--- config.mk ---
export PLATFORM = sky130hd
export DESIGN_NAME = mem_arbiter
export DESIGN_NICKNAME = d
export VERILOG_FILES = /design/src/rtl/mem_arbiter.sv
export SDC_FILE = /design/constraint.sdc
export NUM_CORES = 1
export LEC_CHECK = 0
export CAP_MARGIN = 20
export CORE_MARGIN = 2
export CORE_UTILIZATION = 40
export CTS_CLUSTER_DIAMETER = 30
export DETAILED_ROUTE_END_ITERATION = 8
export MAX_ROUTING_LAYER = met4
export PLACE_DENSITY = 0.77
export SYNTH_ARGS = -nofsm -noshare
export SYNTH_HDL_FRONTEND = slang
export SYNTH_SLANG_ARGS = --single-unit
--- constraint.sdc ---
create_clock -name clk -period 1.7 [get_ports clk]
set_input_delay 0.17 -clock clk [delete_from_list [all_inputs] [get_ports clk]]
set_output_delay 0.17 -clock clk [all_outputs]
set_load 0.02 [all_outputs]
--- src/rtl/mem_arbiter.sv ---
// mem_arbiter: shares the single main-memory port between the I-cache miss
// handler and the D-cache miss / store write-through path. A miss issues a
// full block of pipelined word reads and steers the returning beats into the
// owning cache's fill port; a store is written through in a single cycle.
module mem_arbiter #(
  parameter int WORDS = 8,
  parameter int IDX_W = 3
) (
  input  logic             clk,
  input  logic             rst_n,
  input  logic             i_miss,
  input  logic [15:0]      i_miss_addr,
  input  logic             d_miss,
  input  logic [15:0]      d_miss_addr,
  input  logic             d_wr_req,
  input  logic [15:0]      d_wr_addr,
  input  logic [15:0]      d_wr_data,
  output logic             d_wr_ack,
  output logic             mem_en,
  output logic             mem_wr,
  output logic [15:0]      mem_addr,
  output logic [15:0]      mem_wdata,
  input  logic [15:0]      mem_rdata,
  input  logic             mem_data_valid,
  output logic             i_fill_we,
  output logic             d_fill_we,
  output logic [IDX_W-1:0] fill_word,
  output logic [15:0]      fill_data,
  output logic             i_fill_done,
  output logic             d_fill_done,
  output logic             busy
);

  typedef enum logic [1:0] {
    IDLE   = 2'd0,
    WRITE  = 2'd1,
    FILL_I = 2'd2,
    FILL_D = 2'd3
  } state_t;

  // Block is 2*WORDS bytes; the mask clears the byte offset within a block.
  localparam logic [15:0]    BLOCK_MASK = ~16'((2 * WORDS) - 1);
  localparam logic [IDX_W:0] WORDS_C    = (IDX_W + 1)'(WORDS);
  localparam logic [IDX_W:0] LAST_C     = (IDX_W + 1)'(WORDS - 1);

  state_t           r_state;
  state_t           w_nextState;
  logic [15:0]      r_base;
  logic [15:0]      r_wrAddr;
  logic [15:0]      r_wrData;
  logic [IDX_W:0]   r_issueCnt;
  logic [IDX_W:0]   r_recvCnt;
  logic [15:0]      w_offset;
  logic             w_issuing;
  logic             w_lastBeat;
  logic             w_issue;
  logic             w_beat;

  // Word offset of the next read: two bytes per issued word.
  assign w_offset   = {{(16 - IDX_W - 2){1'b0}}, r_issueCnt, 1'b0};
  assign w_issuing  = (r_issueCnt < WORDS_C);
  assign w_lastBeat = (r_recvCnt == LAST_C);

  assign fill_word  = r_recvCnt[IDX_W-1:0];
  assign fill_data  = mem_rdata;
  assign busy       = (r_state != IDLE);

  // State register; reset forces IDLE from any state.
  always_ff @(posedge clk or negedge rst_n) begin
    if (!rst_n) begin
      r_state <= IDLE;
    end else begin
      r_state <= w_nextState;
    end
  end

  // Next-state selection with fixed grant priority and per-state port drive.
  always_comb begin
    w_nextState = r_state;
    mem_en      = 1'b0;
    mem_wr      = 1'b0;
    mem_addr    = 16'h0000;
    mem_wdata   = 16'h0000;
    d_wr_ack    = 1'b0;
    i_fill_we   = 1'b0;
    d_fill_we   = 1'b0;
    i_fill_done = 1'b0;
    d_fill_done = 1'b0;
    w_issue     = 1'b0;
    w_beat      = 1'b0;
    case (r_state)
      IDLE: begin
        if (d_wr_req) begin
          w_nextState = WRITE;
        end else if (d_miss) begin
          w_nextState = FILL_D;
        end else if (i_miss) begin
          w_nextState = FILL_I;
        end
      end
      WRITE: begin
        mem_en      = 1'b1;
        mem_wr      = 1'b1;
        mem_addr    = r_wrAddr;
        mem_wdata   = r_wrData;
        d_wr_ack    = 1'b1;
        w_nextState = IDLE;
      end
      FILL_I: begin
        if (w_issuing) begin
          mem_en   = 1'b1;
          mem_addr = r_base + w_offset;
          w_issue  = 1'b1;
        end
        if (mem_data_valid) begin
          i_fill_we = 1'b1;
          w_beat    = 1'b1;
          if (w_lastBeat) begin
            i_fill_done = 1'b1;
            w_nextState = IDLE;
          end
        end
      end
      FILL_D: begin
        if (w_issuing) begin
          mem_en   = 1'b1;
          mem_addr = r_base + w_offset;
          w_issue  = 1'b1;
        end
        if (mem_data_valid) begin
          d_fill_we = 1'b1;
          w_beat    = 1'b1;
          if (w_lastBeat) begin
            d_fill_done = 1'b1;
            w_nextState = IDLE;
          end
        end
      end
      default: begin
        w_nextState = IDLE;
      end
    endcase
  end

  // Latch the granted request's address/data and step the issue/receive counters.
  always_ff @(posedge clk or negedge rst_n) begin
    if (!rst_n) begin
      r_base     <= 16'h0000;
      r_wrAddr   <= 16'h0000;
      r_wrData   <= 16'h0000;
      r_issueCnt <= '0;
      r_recvCnt  <= '0;
    end else if (r_state == IDLE) begin
      if (d_wr_req) begin
        r_wrAddr <= d_wr_addr;
        r_wrData <= d_wr_data;
      end else if (d_miss) begin
        r_base     <= d_miss_addr & BLOCK_MASK;
        r_issueCnt <= '0;
        r_recvCnt  <= '0;
      end else if (i_miss) begin
        r_base     <= i_miss_addr & BLOCK_MASK;
        r_issueCnt <= '0;
        r_recvCnt  <= '0;
      end
    end else begin
      if (w_issue) begin
        r_issueCnt <= r_issueCnt + 1'b1;
      end
      if (w_beat) begin
        r_recvCnt <= r_recvCnt + 1'b1;
      end
    end
  end

endmodule
==> results.json <==
{
  "status": "finished, violations left",
  "maxSlewHeadroom": 0.762,
  "rows": 30,
  "final_nets": 416,
  "finalMaxSlewViolations": 0,
  "drive_gt1_frac": 0.426,
  "critPathLaunch": "r_state[1]$_DFFE_PN0P_",
  "hold_class": "in -> out",
  "grt_setup_unrepaired": "yes",
  "cts-buffers-inserted": 5,
  "clk_latency_ns": 0.30,
  "setup_viol": 6,
  "start_util": 0.410,
  "cp-start-kind": "register",
  "min_path_cells": 0,
  "synth_most_common_cell": "dfrtp_1",
  "grt_max_degree": 55,
  "vias_per_cell": 5.10,
  "cts.sinks": 54,
  "wl_um": 6290,
  "pin_count": 145,
  "grt_overflow": 0,
  "h-tree-depth": 2,
  "grtUsageTotal": 0.175,
  "core_mm2": 0.00672,
  "worst_ep_required_time_ns": 1.89,
  "fill_cells": 584,
  "globalplace.congestion": 0.834,
  "max_cap_violations": 0,
  "synth.net_count": 306,
  "avgSynthCellArea_um2": 12.6,
  "seq_area_frac_synth": 0.491,
  "synth_top_area_share": 0.491,
  "r2r_start": "r_state[1]$_DFFE_PN0P_",
  "ir_worst_vdd_uv": 789,
  "critPathArrivalTime_ns": 1.90,
  "synthCells": 218,
  "wl_per_cell_um": 15.4,
  "async_flop_share": 1.00,
  "p_per_area_mw_per_mm2": 1610,
  "clockBufferDepth": 2,
  "synthTopCellsByArea": "dfrtp_1, mux2_2, buf_4, a22o_1, and2_1",
  "violations": "setup timing",
  "period_needed_ns": 1.71,
  "slowest_stage": "dfrtp_1",
  "path_cells": "buf_4 -> buf_6 -> nor2_4 -> inv_2 -> nor3_4 -> buf_12 -> mux2_2",
  "worstMarginPinSlew_ns": 0.355,
  "synth_area_mm2": 0.00275,
  "via_count": 2084,
  "die_area_mm2": 0.00756,
  "first_global_vias": 2083,
  "hpwl_um": 4590,
  "holdCritStartpoint": "mem_rdata[14]",
  "yosys_most_used_dff": "dfrtp_1",
  "clock-root-buffer": "clkbuf_8",
  "crit_fanout": 10,
  "skew_ns": 0.00302,
  "ys_seq_elements": 54,
  "tns_ns": -0.0385,
  "period_share": 1.01,
  "max_stage_delay_ns": 0.43,
  "die_w_um": 87.0,
  "worst_slack_ns": -0.0100,
  "ys_top_cells_by_count": "dfrtp_1, mux2_2, buf_4",
  "yosys.area.top_type": "dfrtp_1",
  "synth_cell_types": 33,
  "synth_edf_count": 0,
  "p_leak_uw": 0.00180,
  "worstSetupPathType": "reg -> reg",
  "hold_viol_final": 0,
  "firstDrtPassIters": 4,
  "tritoncts": "built",
  "max_freq_ghz": 0.585,
  "antenna_found_initial": 0,
  "antenna_left": 0,
  "place_inst": 396,
  "area_growth_pct": 46.9,
  "antennaDiodeCount": 0,
  "clk_pin_slew_ns": 0.09,
  "grt_pass1_wl_um": 10200,
  "drt_iter0_drc": 103,
  "die_h_um": 87.0,
  "drc": 0,
  "final_cells": 409,
  "endpoint_kind": "register",
  "r2r_cells": 7,
  "yosysWarnings": 0,
  "io_buffers": 104
}
==> cells by family after synthesis <==
| family | after synthesis | synth area share |
|---|---|---|
| compound gates | 29 | 0.0791 |
| buf+inv | 34 | 0.0881 |
| flops | 54 | 0.491 |
| fa+ha+maj | 2 | 0.00909 |
| mux | 56 | 0.234 |
| xor+xnor | 1 | 0.00318 |
| simple gates | 42 | 0.0954 |
==> layout make-up <==
type                    instances  area, um2  share of cell area
multi-input cells             130       1180               0.293
well taps                      80        100              0.0247
inverters                       2       7.51             0.00186
repair buffers                135       1290               0.319
clock buffers                   8        110              0.0272
flip-flops and latches         54       1350               0.334
==> worst max-delay path, delay by kind of cell, from the launching register on <==
kind | cells | cell delay, ns
flops | 1 | 0.43
mux | 1 | 0.33
simple gates | 2 | 0.32
buf+inv | 4 | 0.52
==> repair_timing <==
action	4_1_cts	5_1_grt
endpoints found under the hold margin	54	0
gates resized for setup	180	27
cloned	0	1
endpoints found under the setup margin	40	82
hold buffers	1	0
setup buffers	3	0
pin swaps	9	5
==> flip-flops by register name (all words and copies together), names as in the netlist <==
signal / flops
r_recvCnt: 4
r_state: 2
r_wrData: 16
r_base: 12
r_wrAddr: 16
r_issueCnt: 4
==> worst paths after layout <==
path	end	slack (ns)
min reg2reg	r_wrData[6]$_DFFE_PN0P_	0.49
max	r_base[10]$_DFFE_PN0P_	-0.01
max reg2reg	r_base[10]$_DFFE_PN0P_	-0.01
max in group asynchronous	r_wrData[15]$_DFFE_PN0P_	1.06
min	fill_data[14]	0.34
min in group asynchronous	r_base[9]$_DFFE_PN0P_	0.39
==> report_power, final <==
part | switching [uW] | leakage (uW) | internal, uW
Clock | 403 | 0.0000575 | 412
Sequential | 352 | 0.000649 | 1930
Combinational | 1500 | 0.00110 | 1900
==> layout by cell type, fill, tap and decap left out, types with 2 or more instances in the layout <==
cell type	synthesis	routed
buf_8	0	3
clkdlybuf4s50_1	0	63
mux2_1	3	3
a21oi_1	2	2
buf_2	2	8
o311ai_0	3	3
buf_6	4	19
clkdlybuf4s15_2	0	3
clkbuf_2	0	4
ha_1	2	2
o21ai_0	7	7
buf_4	22	30
nor2_1	4	4
mux2_2	49	49
buf_12	0	2
a22o_1	15	15
and2_1	18	16
mux2_4	4	4
nand2_1	4	4
dfrtp_1	54	54
nand3_1	4	4
nor2b_4	0	2
clkbuf_8	0	8
==> through the flow <==
stage / hold slack (ns) / worst slack [ns] / util / cell area [um2] / total power [uW]
after CTS: 0.340 / -0.0477 / 0.595 / 4000 / 6450
after global placement: 0.189 / -0.209 / 0.578 / 3880 / 5490
after detailed placement: 0.195 / -0.253 / 0.578 / 3880 / 5580
after global routing: 0.340 / -0.0808 / 0.602 / 4050 / 6920
after floorplan: -0.126 / 0.0785 / - / 2760 / 4240
final: 0.340 / -0.0100 / 0.602 / 4050 / 6500
==> layer usage <==
layer | global-route usage | vias up | share of wire
li1 | - | 977 | -
met1 | 0.226 | 1038 | 0.43
met2 | 0.279 | 63 | 0.51
met3 | 0.0427 | 6 | 0.058
met4 | 0.0369 | 0 | 0.0070
met5 | - | - | 0
Note: power is estimated with default switching activity, not from simulation.
